--- src/rtl/spi_cmd_seq.sv ---
// spi_cmd_seq: APB master that runs single-word SPI transfers on the SPI
// master core. Each command loads TX_0, writes CTRL with GO, waits for the
// transfer to finish, reads RX_0 and returns the masked word on a
// valid/ready response port.
// Build option SPI_CMD_SEQ_IRQ_EN: wait for the core interrupt instead of
// polling CTRL.GO (IE is then set in the CTRL write).
//
// state    | meaning
// INIT_DIV | write DIVIDE after reset
// INIT_SS  | write SS after reset
// IDLE     | cmd_ready high, waiting for a command
// LOAD_TX  | write TX_0 with the command word
// START    | write CTRL with GO
// WAIT     | poll CTRL.GO, or idle the bus until irq
// READ_RX  | read RX_0
// RSP      | hold the response until rsp_ready

module spi_cmd_seq #(
    parameter logic [15:0] DIV_VAL = 16'h0001,
    parameter logic [7:0]  SS_VAL  = 8'h01,
    parameter logic [3:0]  MODE    = 4'b1010,
    parameter logic [15:0] TIMEOUT = 16'hFFFF
) (
    input  logic        PCLK,
    input  logic        PRESETN,
    input  logic        cmd_valid,
    output logic        cmd_ready,
    input  logic [31:0] cmd_data,
    input  logic [4:0]  cmd_len,
    output logic        rsp_valid,
    input  logic        rsp_ready,
    output logic [31:0] rsp_data,
    output logic        rsp_err,
    output logic [4:0]  m_paddr,
    output logic [31:0] m_pwdata,
    output logic        m_psel,
    output logic        m_penable,
    output logic        m_pwrite,
    input  logic [31:0] m_prdata,
    input  logic        m_pready,
    input  logic        m_pslverr,
    input  logic        irq,
    output logic        busy
);

    localparam logic [2:0] ST_INIT_DIV = 3'd0;
    localparam logic [2:0] ST_INIT_SS  = 3'd1;
    localparam logic [2:0] ST_IDLE     = 3'd2;
    localparam logic [2:0] ST_LOAD_TX  = 3'd3;
    localparam logic [2:0] ST_START    = 3'd4;
    localparam logic [2:0] ST_WAIT     = 3'd5;
    localparam logic [2:0] ST_READ_RX  = 3'd6;
    localparam logic [2:0] ST_RSP      = 3'd7;

    localparam logic [4:0] ADDR_DATA   = 5'h00;
    localparam logic [4:0] ADDR_CTRL   = 5'h10;
    localparam logic [4:0] ADDR_DIVIDE = 5'h14;
    localparam logic [4:0] ADDR_SS     = 5'h18;

`ifdef SPI_CMD_SEQ_IRQ_EN
    localparam logic IE = 1'b1;
`else
    localparam logic IE = 1'b0;
    logic unused_irq;
    assign unused_irq = irq;
`endif

    logic [2:0]  state, state_nxt;
    logic [31:0] data_q;
    logic [4:0]  len_q;
    logic [15:0] tcnt;
    logic        acc_done, in_cmd, to_hit, abort;
    logic        start_acc, acc_write, cap, rsp_load, rsp_err_d;
    logic [4:0]  acc_addr;
    logic [31:0] acc_wdata, rsp_data_d, ctrl_word, mask;
    logic [6:0]  char_len;

    assign cmd_ready = (state == ST_IDLE);
    assign rsp_valid = (state == ST_RSP);
    assign acc_done  = m_psel & m_penable & m_pready;
    assign in_cmd    = (state >= ST_LOAD_TX) && (state <= ST_READ_RX);
    assign to_hit    = (tcnt >= TIMEOUT);
    // Abort only at an access boundary, so an in-flight access always completes.
    assign abort     = in_cmd && ((acc_done && m_pslverr) || (to_hit && (!m_psel || acc_done)));

    // CTRL word and RX mask derived from the captured bit count (0 means 32).
    always_comb begin
        char_len  = (len_q == 5'd0) ? 7'd32 : {2'b00, len_q};
        mask      = (len_q == 5'd0) ? 32'hFFFF_FFFF : ((32'd1 << len_q) - 32'd1);
        ctrl_word = {18'b0, MODE[3], IE, MODE[2:0], 1'b1, 1'b0, char_len};
    end

    // Next state plus the setup values of the next APB access, if any.
    always_comb begin
        state_nxt  = state;
        start_acc  = 1'b0;
        acc_addr   = 5'd0;
        acc_write  = 1'b0;
        acc_wdata  = 32'd0;
        cap        = 1'b0;
        rsp_load   = 1'b0;
        rsp_data_d = 32'd0;
        rsp_err_d  = 1'b0;
        case (state)
            ST_INIT_DIV: begin
                if (!m_psel) begin
                    start_acc = 1'b1; acc_addr = ADDR_DIVIDE; acc_write = 1'b1;
                    acc_wdata = {16'b0, DIV_VAL};
                end else if (acc_done) begin
                    state_nxt = ST_INIT_SS;
                    start_acc = 1'b1; acc_addr = ADDR_SS; acc_write = 1'b1;
                    acc_wdata = {24'b0, SS_VAL};
                end
            end
            ST_INIT_SS: if (acc_done) state_nxt = ST_IDLE;
            ST_IDLE: begin
                if (cmd_valid) begin
                    state_nxt = ST_LOAD_TX; cap = 1'b1;
                    start_acc = 1'b1; acc_addr = ADDR_DATA; acc_write = 1'b1;
                    acc_wdata = cmd_data;
                end
            end
            ST_LOAD_TX: begin
                if (acc_done) begin
                    state_nxt = ST_START;
                    start_acc = 1'b1; acc_addr = ADDR_CTRL; acc_write = 1'b1;
                    acc_wdata = ctrl_word;
                end
            end
            ST_START: begin
                if (acc_done) begin
                    state_nxt = ST_WAIT;
`ifndef SPI_CMD_SEQ_IRQ_EN
                    start_acc = 1'b1; acc_addr = ADDR_CTRL;
`endif
                end
            end
            ST_WAIT: begin
`ifdef SPI_CMD_SEQ_IRQ_EN
                if (irq) begin
                    state_nxt = ST_READ_RX;
                    start_acc = 1'b1; acc_addr = ADDR_DATA;
                end
`else
                if (acc_done) begin
                    start_acc = 1'b1;
                    if (!m_prdata[8]) begin
                        state_nxt = ST_READ_RX; acc_addr = ADDR_DATA;
                    end else begin
                        acc_addr = ADDR_CTRL;
                    end
                end
`endif
            end
            ST_READ_RX: begin
                if (acc_done) begin
                    state_nxt = ST_RSP; rsp_load = 1'b1;
                    rsp_data_d = m_prdata & mask;
                end
            end
            ST_RSP: if (rsp_ready) state_nxt = ST_IDLE;
            default: state_nxt = ST_INIT_DIV;
        endcase
        if (abort) begin
            state_nxt  = ST_RSP;
            start_acc  = 1'b0;
            rsp_load   = 1'b1;
            rsp_data_d = 32'd0;
            rsp_err_d  = 1'b1;
        end
    end

    // State, APB phase sequencing, command capture, timeout and response registers.
    always_ff @(posedge PCLK or negedge PRESETN) begin
        if (!PRESETN) begin
            state     <= ST_INIT_DIV;
            busy      <= 1'b0;
            m_psel    <= 1'b0;
            m_penable <= 1'b0;
            m_pwrite  <= 1'b0;
            m_paddr   <= 5'd0;
            m_pwdata  <= 32'd0;
            data_q    <= 32'd0;
            len_q     <= 5'd0;
            tcnt      <= 16'd0;
            rsp_data  <= 32'd0;
            rsp_err   <= 1'b0;
        end else begin
            state <= state_nxt;
            busy  <= (state_nxt != ST_IDLE);
            if (start_acc) begin
                m_psel    <= 1'b1;
                m_penable <= 1'b0;
                m_paddr   <= acc_addr;
                m_pwrite  <= acc_write;
                m_pwdata  <= acc_wdata;
            end else if (m_psel && !m_penable) begin
                m_penable <= 1'b1;
            end else if (acc_done) begin
                m_psel    <= 1'b0;
                m_penable <= 1'b0;
            end
            if (cap) begin
                data_q <= cmd_data;
                len_q  <= cmd_len;
                tcnt   <= 16'd0;
            end else if (in_cmd && !to_hit) begin
                tcnt <= tcnt + 16'd1;
            end
            if (rsp_load) begin
                rsp_data <= rsp_data_d;
                rsp_err  <= rsp_err_d;
            end
        end
    end

endmodule

--- config.mk ---
export PLATFORM = sky130hd
export DESIGN_NAME = spi_cmd_seq
export DESIGN_NICKNAME = d
export VERILOG_FILES = /design/src/rtl/spi_cmd_seq.sv
export SDC_FILE = /design/constraint.sdc
export NUM_CORES = 1
export LEC_CHECK = 0
export CORE_UTILIZATION = 47
export DETAILED_ROUTE_END_ITERATION = 10
export HOLD_SLACK_MARGIN = 0.05
export PLACE_DENSITY = 0.78
export SLEW_MARGIN = 20
export SYNTH_ARGS = -nofsm -noshare
export SYNTH_HDL_FRONTEND = slang
export SYNTH_SLANG_ARGS = --single-unit
--- constraint.sdc ---
create_clock -name PCLK -period 2.9 [get_ports PCLK]
set_input_delay 0.725 -clock PCLK [delete_from_list [all_inputs] [get_ports PCLK]]
set_output_delay 0.725 -clock PCLK [all_outputs]
set_load 0.02 [all_outputs]
==> impl_metrics.tcl, run 1 <==
set metrics [dict create \
    vias 4240 \
    ys_seq_elements 96 \
    diodes 0 \
    pin_count 152 \
    synth_enable_flop_cells 0 \
    p_sw_mw 2.81 \
    slew_headroom_pct 53.2 \
    clock_latency_ps 370 \
    drt_drc_violations_left 0 \
    min_period_ps 2720 \
    grt_usage_pct 25.2 \
    r2r_end "rsp_data[10]" \
    grt_max_degree 39 \
    fill_cells 778 \
    ys_warn_count 0 \
    cp_top_family "buffers and inverters" \
    first_global_vias 4121 \
    tritoncts "built" \
    worst-setup-path-type "reg -> out" \
    cp-start-kind "flop" \
    worstSetupPathDepth 2 \
    grt_pass1_wl_um 20400 \
    design_area_um2 6630 \
    status "complete, no violations" \
    synthCells 459 \
    cp-startpoint "state[2]" \
    drt_iter0_drc 163 \
    place_ws_ps 229 \
    ys_types 58 \
    netlist_top_cells_area "dfrtp_1 51%, a22o_1 5.6%, a32o_1 5.5%" \
    finalClockSkew_ps 10.6 \
    worstPathArrival_ps 2000 \
    max_freq_mhz 367 \
    period_share_pct 93.8 \
    io_buffers 148 \
    placed_cells 731 \
    area_delta_synth_final_pct 40.8 \
    wirelength_um 12800 \
    regToRegStartpoint "len_q[3]" \
    antenna_found_initial 0 \
    die_area_um2 10400 \
    clk_pin_slew_ps 90 \
    numCtsBuffers 9 \
    clkPwrFrac_pct 13.0 \
    antenna_left 0 \
    seq_area_frac_synth_pct 51.0 \
    cts_hold_buf 0 \
    critPathRequiredTime_ps 2170 \
    swShare_pct 43.0 \
    first_pass_iters 6 \
    async_flop_share_pct 100 \
    comb_power_share_pct 54.9 \
    p_seq_share_pct 32.1 \
    ir_drop_v 0.000575 \
    yosysTopAreaCell "dfrtp_1" \
    p_leak_nw 2.91 \
    routedWlPerCell_um 17.1 \
    cts_sinks 96 \
    hold_viol_final 0 \
    finalSetupViolCount 0 \
    layout-drive-gt1-share_pct 10.3 \
    synth_area_um2 4710 \
    gp_congestion 0.978 \
    gr-total-overflow 0 \
    fin_nets 687 \
    whs_ps 315 \
    die_w_um 102 \
    worst_path_max_delay_cell "clkdlybuf4s50_1" \
    critPathMaxStageDelay_ps 670 \
    row_count 36 \
    final_util_pct 68.2 \
    worst-r2r-setup-slack_ps 240 \
    h-tree-depth 3 \
    cts_buffer_depth 2 \
    dpl.hpwl_um 9300 \
    placed_area_um2 6440 \
    setup_tns_ps 0 \
    vias_per_cell 5.68 \
    final_cell_mix "147 x clkdlybuf4s50_1, 96 x dfrtp_1, 54 x nand2_1" \
    cell_internal_pwr_mw 3.73 \
    start_util_pct 48.4 \
    synth_top_area_share_pct 51.0 \
    synth_ff_type "dfrtp_1" \
    setup_ws_ps 179 \
    worstPathCellList "nor3_1 > clkdlybuf4s50_1" \
    final_common_cell "clkdlybuf4s50_1" \
    synth_area_per_cell_um2 10.3 \
    rsz0062_at_grt "false" \
    worstMarginPinSlew_ps 697 \
    hold_path.class "in -> async" \
    finalPower_mw 6.54 \
    max-cap-violations 0 \
    core_area_um2 9730 \
    cp-end-kind "output pin" \
    stdcell_count 747 \
    post-cts-setup-buffer-count 0 \
    powerDensity_nw_per_um2 986 \
    r2r_cells 8 \
    cts_root_buffer "clkbuf_8" \
    finalMaxSlewViolations 0 \
    critPathBufInv 1 \
    die_y_um 102 \
    worstPathMaxFanout 16 \
    cts_resized 0 \
]
## worst reg2reg max path, cell delays in order (launching register included)
cell,delay (ps)
dfrtp_1,440
or2_2,380
or4_1,420
ha_1,290
or2_2,350
o31ai_1,250
a22oi_1,100
o21ai_0,200
a32o_1,180
## power groups by stage
stage	Combinational, mW	Sequential [mW]	Clock (mW)
floorplan	1.76	2.47	0
global placement	3.51	2.10	0
detailed placement	3.58	2.12	0
CTS	3.60	2.10	0.874
global route	3.89	2.17	0.931
finish	3.59	2.10	0.849
## worst max-delay path by stage
stage                         to  slack [ps]
finish                 cmd_ready         180
global route        rsp_data[20]          60
CTS                    cmd_ready         160
detailed placement  rsp_data[10]         230
global placement     m_pwdata[1]         260
floorplan           rsp_data[10]         270
## cells in the mapped netlist (all sizes together), types with 5 or more instances
| library cell | instances |
|---|---|
| o21ai | 26 |
| mux2i | 12 |
| nand2 | 54 |
| a32o | 26 |
| or2 | 5 |
| o22ai | 5 |
| nand3 | 17 |
| a21oi | 17 |
| buf | 15 |
| a22o | 30 |
| dfrtp | 96 |
| clkbuf | 21 |
| xnor2 | 7 |
| mux2 | 8 |
| o2bb2ai | 5 |
| nor2 | 33 |
| nor3 | 10 |
| inv | 15 |
## per-layer routing
metal	global-route usage, %	routed length [um]	vias to the layer above
li1	-	-	1996
met1	35.2	5460	2041
met2	40.2	6320	179
met3	3.21	746	24
met4	9.89	255	0
met5	0	0	-
## registers in the layout, summed over array words and instances, names as in the netlist
| signal | flops |
|---|---|
| state | 3 |
| m_psel | 1 |
| rsp_data | 32 |
| rsp_err | 1 |
| m_pwrite | 1 |
| tcnt | 16 |
| busy | 1 |
| m_pwdata | 32 |
| m_paddr | 3 |
| len_q | 5 |
| m_penable | 1 |
## cell families (layout without fill, tap and decap cells)
logic type	after synthesis	in the layout	share of synthesized area, %
AND/OR/NAND/NOR	143	143	15.0
AO/OA/AOI/OAI	139	139	22.9
flip-flops	96	96	51.0
buffers and inverters	51	205	4.65
multiplexers	20	20	4.46
XOR/XNOR	7	7	1.30
adder cells (fa/ha/maj)	2	2	0.531
other	1	2	0.0796
## area by class of cell
cell class	count	area, um2	area share (%)
flip-flops and latches	96	2400	36.2
multi-input cells	313	2120	32.0
repair buffers	174	1700	25.6
well taps	133	166	2.51
clock buffers	10	138	2.08
inverters	15	56.3	0.849
clock inverters	6	50.0	0.755
Power figures use the tool's default switching activity.
==> inputs of run 2 (changes only) <==
--- a/config.mk
+++ b/config.mk
@@ -5,6 +5,7 @@
 export SDC_FILE = /design/constraint.sdc
 export NUM_CORES = 1
 export LEC_CHECK = 0
+export CAP_MARGIN = 5
 export CORE_UTILIZATION = 47
 export DETAILED_ROUTE_END_ITERATION = 10
 export HOLD_SLACK_MARGIN = 0.05
==> results of run 2 <==
No change in the layout: final DEF, timing and power equal those of run 1.
==> inputs of run 3 (changes only) <==
--- a/config.mk
+++ b/config.mk
@@ -7,6 +7,7 @@
 export LEC_CHECK = 0
 export CAP_MARGIN = 5
 export CORE_UTILIZATION = 47
+export CTS_CLUSTER_DIAMETER = 40
 export DETAILED_ROUTE_END_ITERATION = 10
 export HOLD_SLACK_MARGIN = 0.05
 export PLACE_DENSITY = 0.78
==> results of run 3 <==
No change in the layout: final DEF, timing and power equal those of run 1.
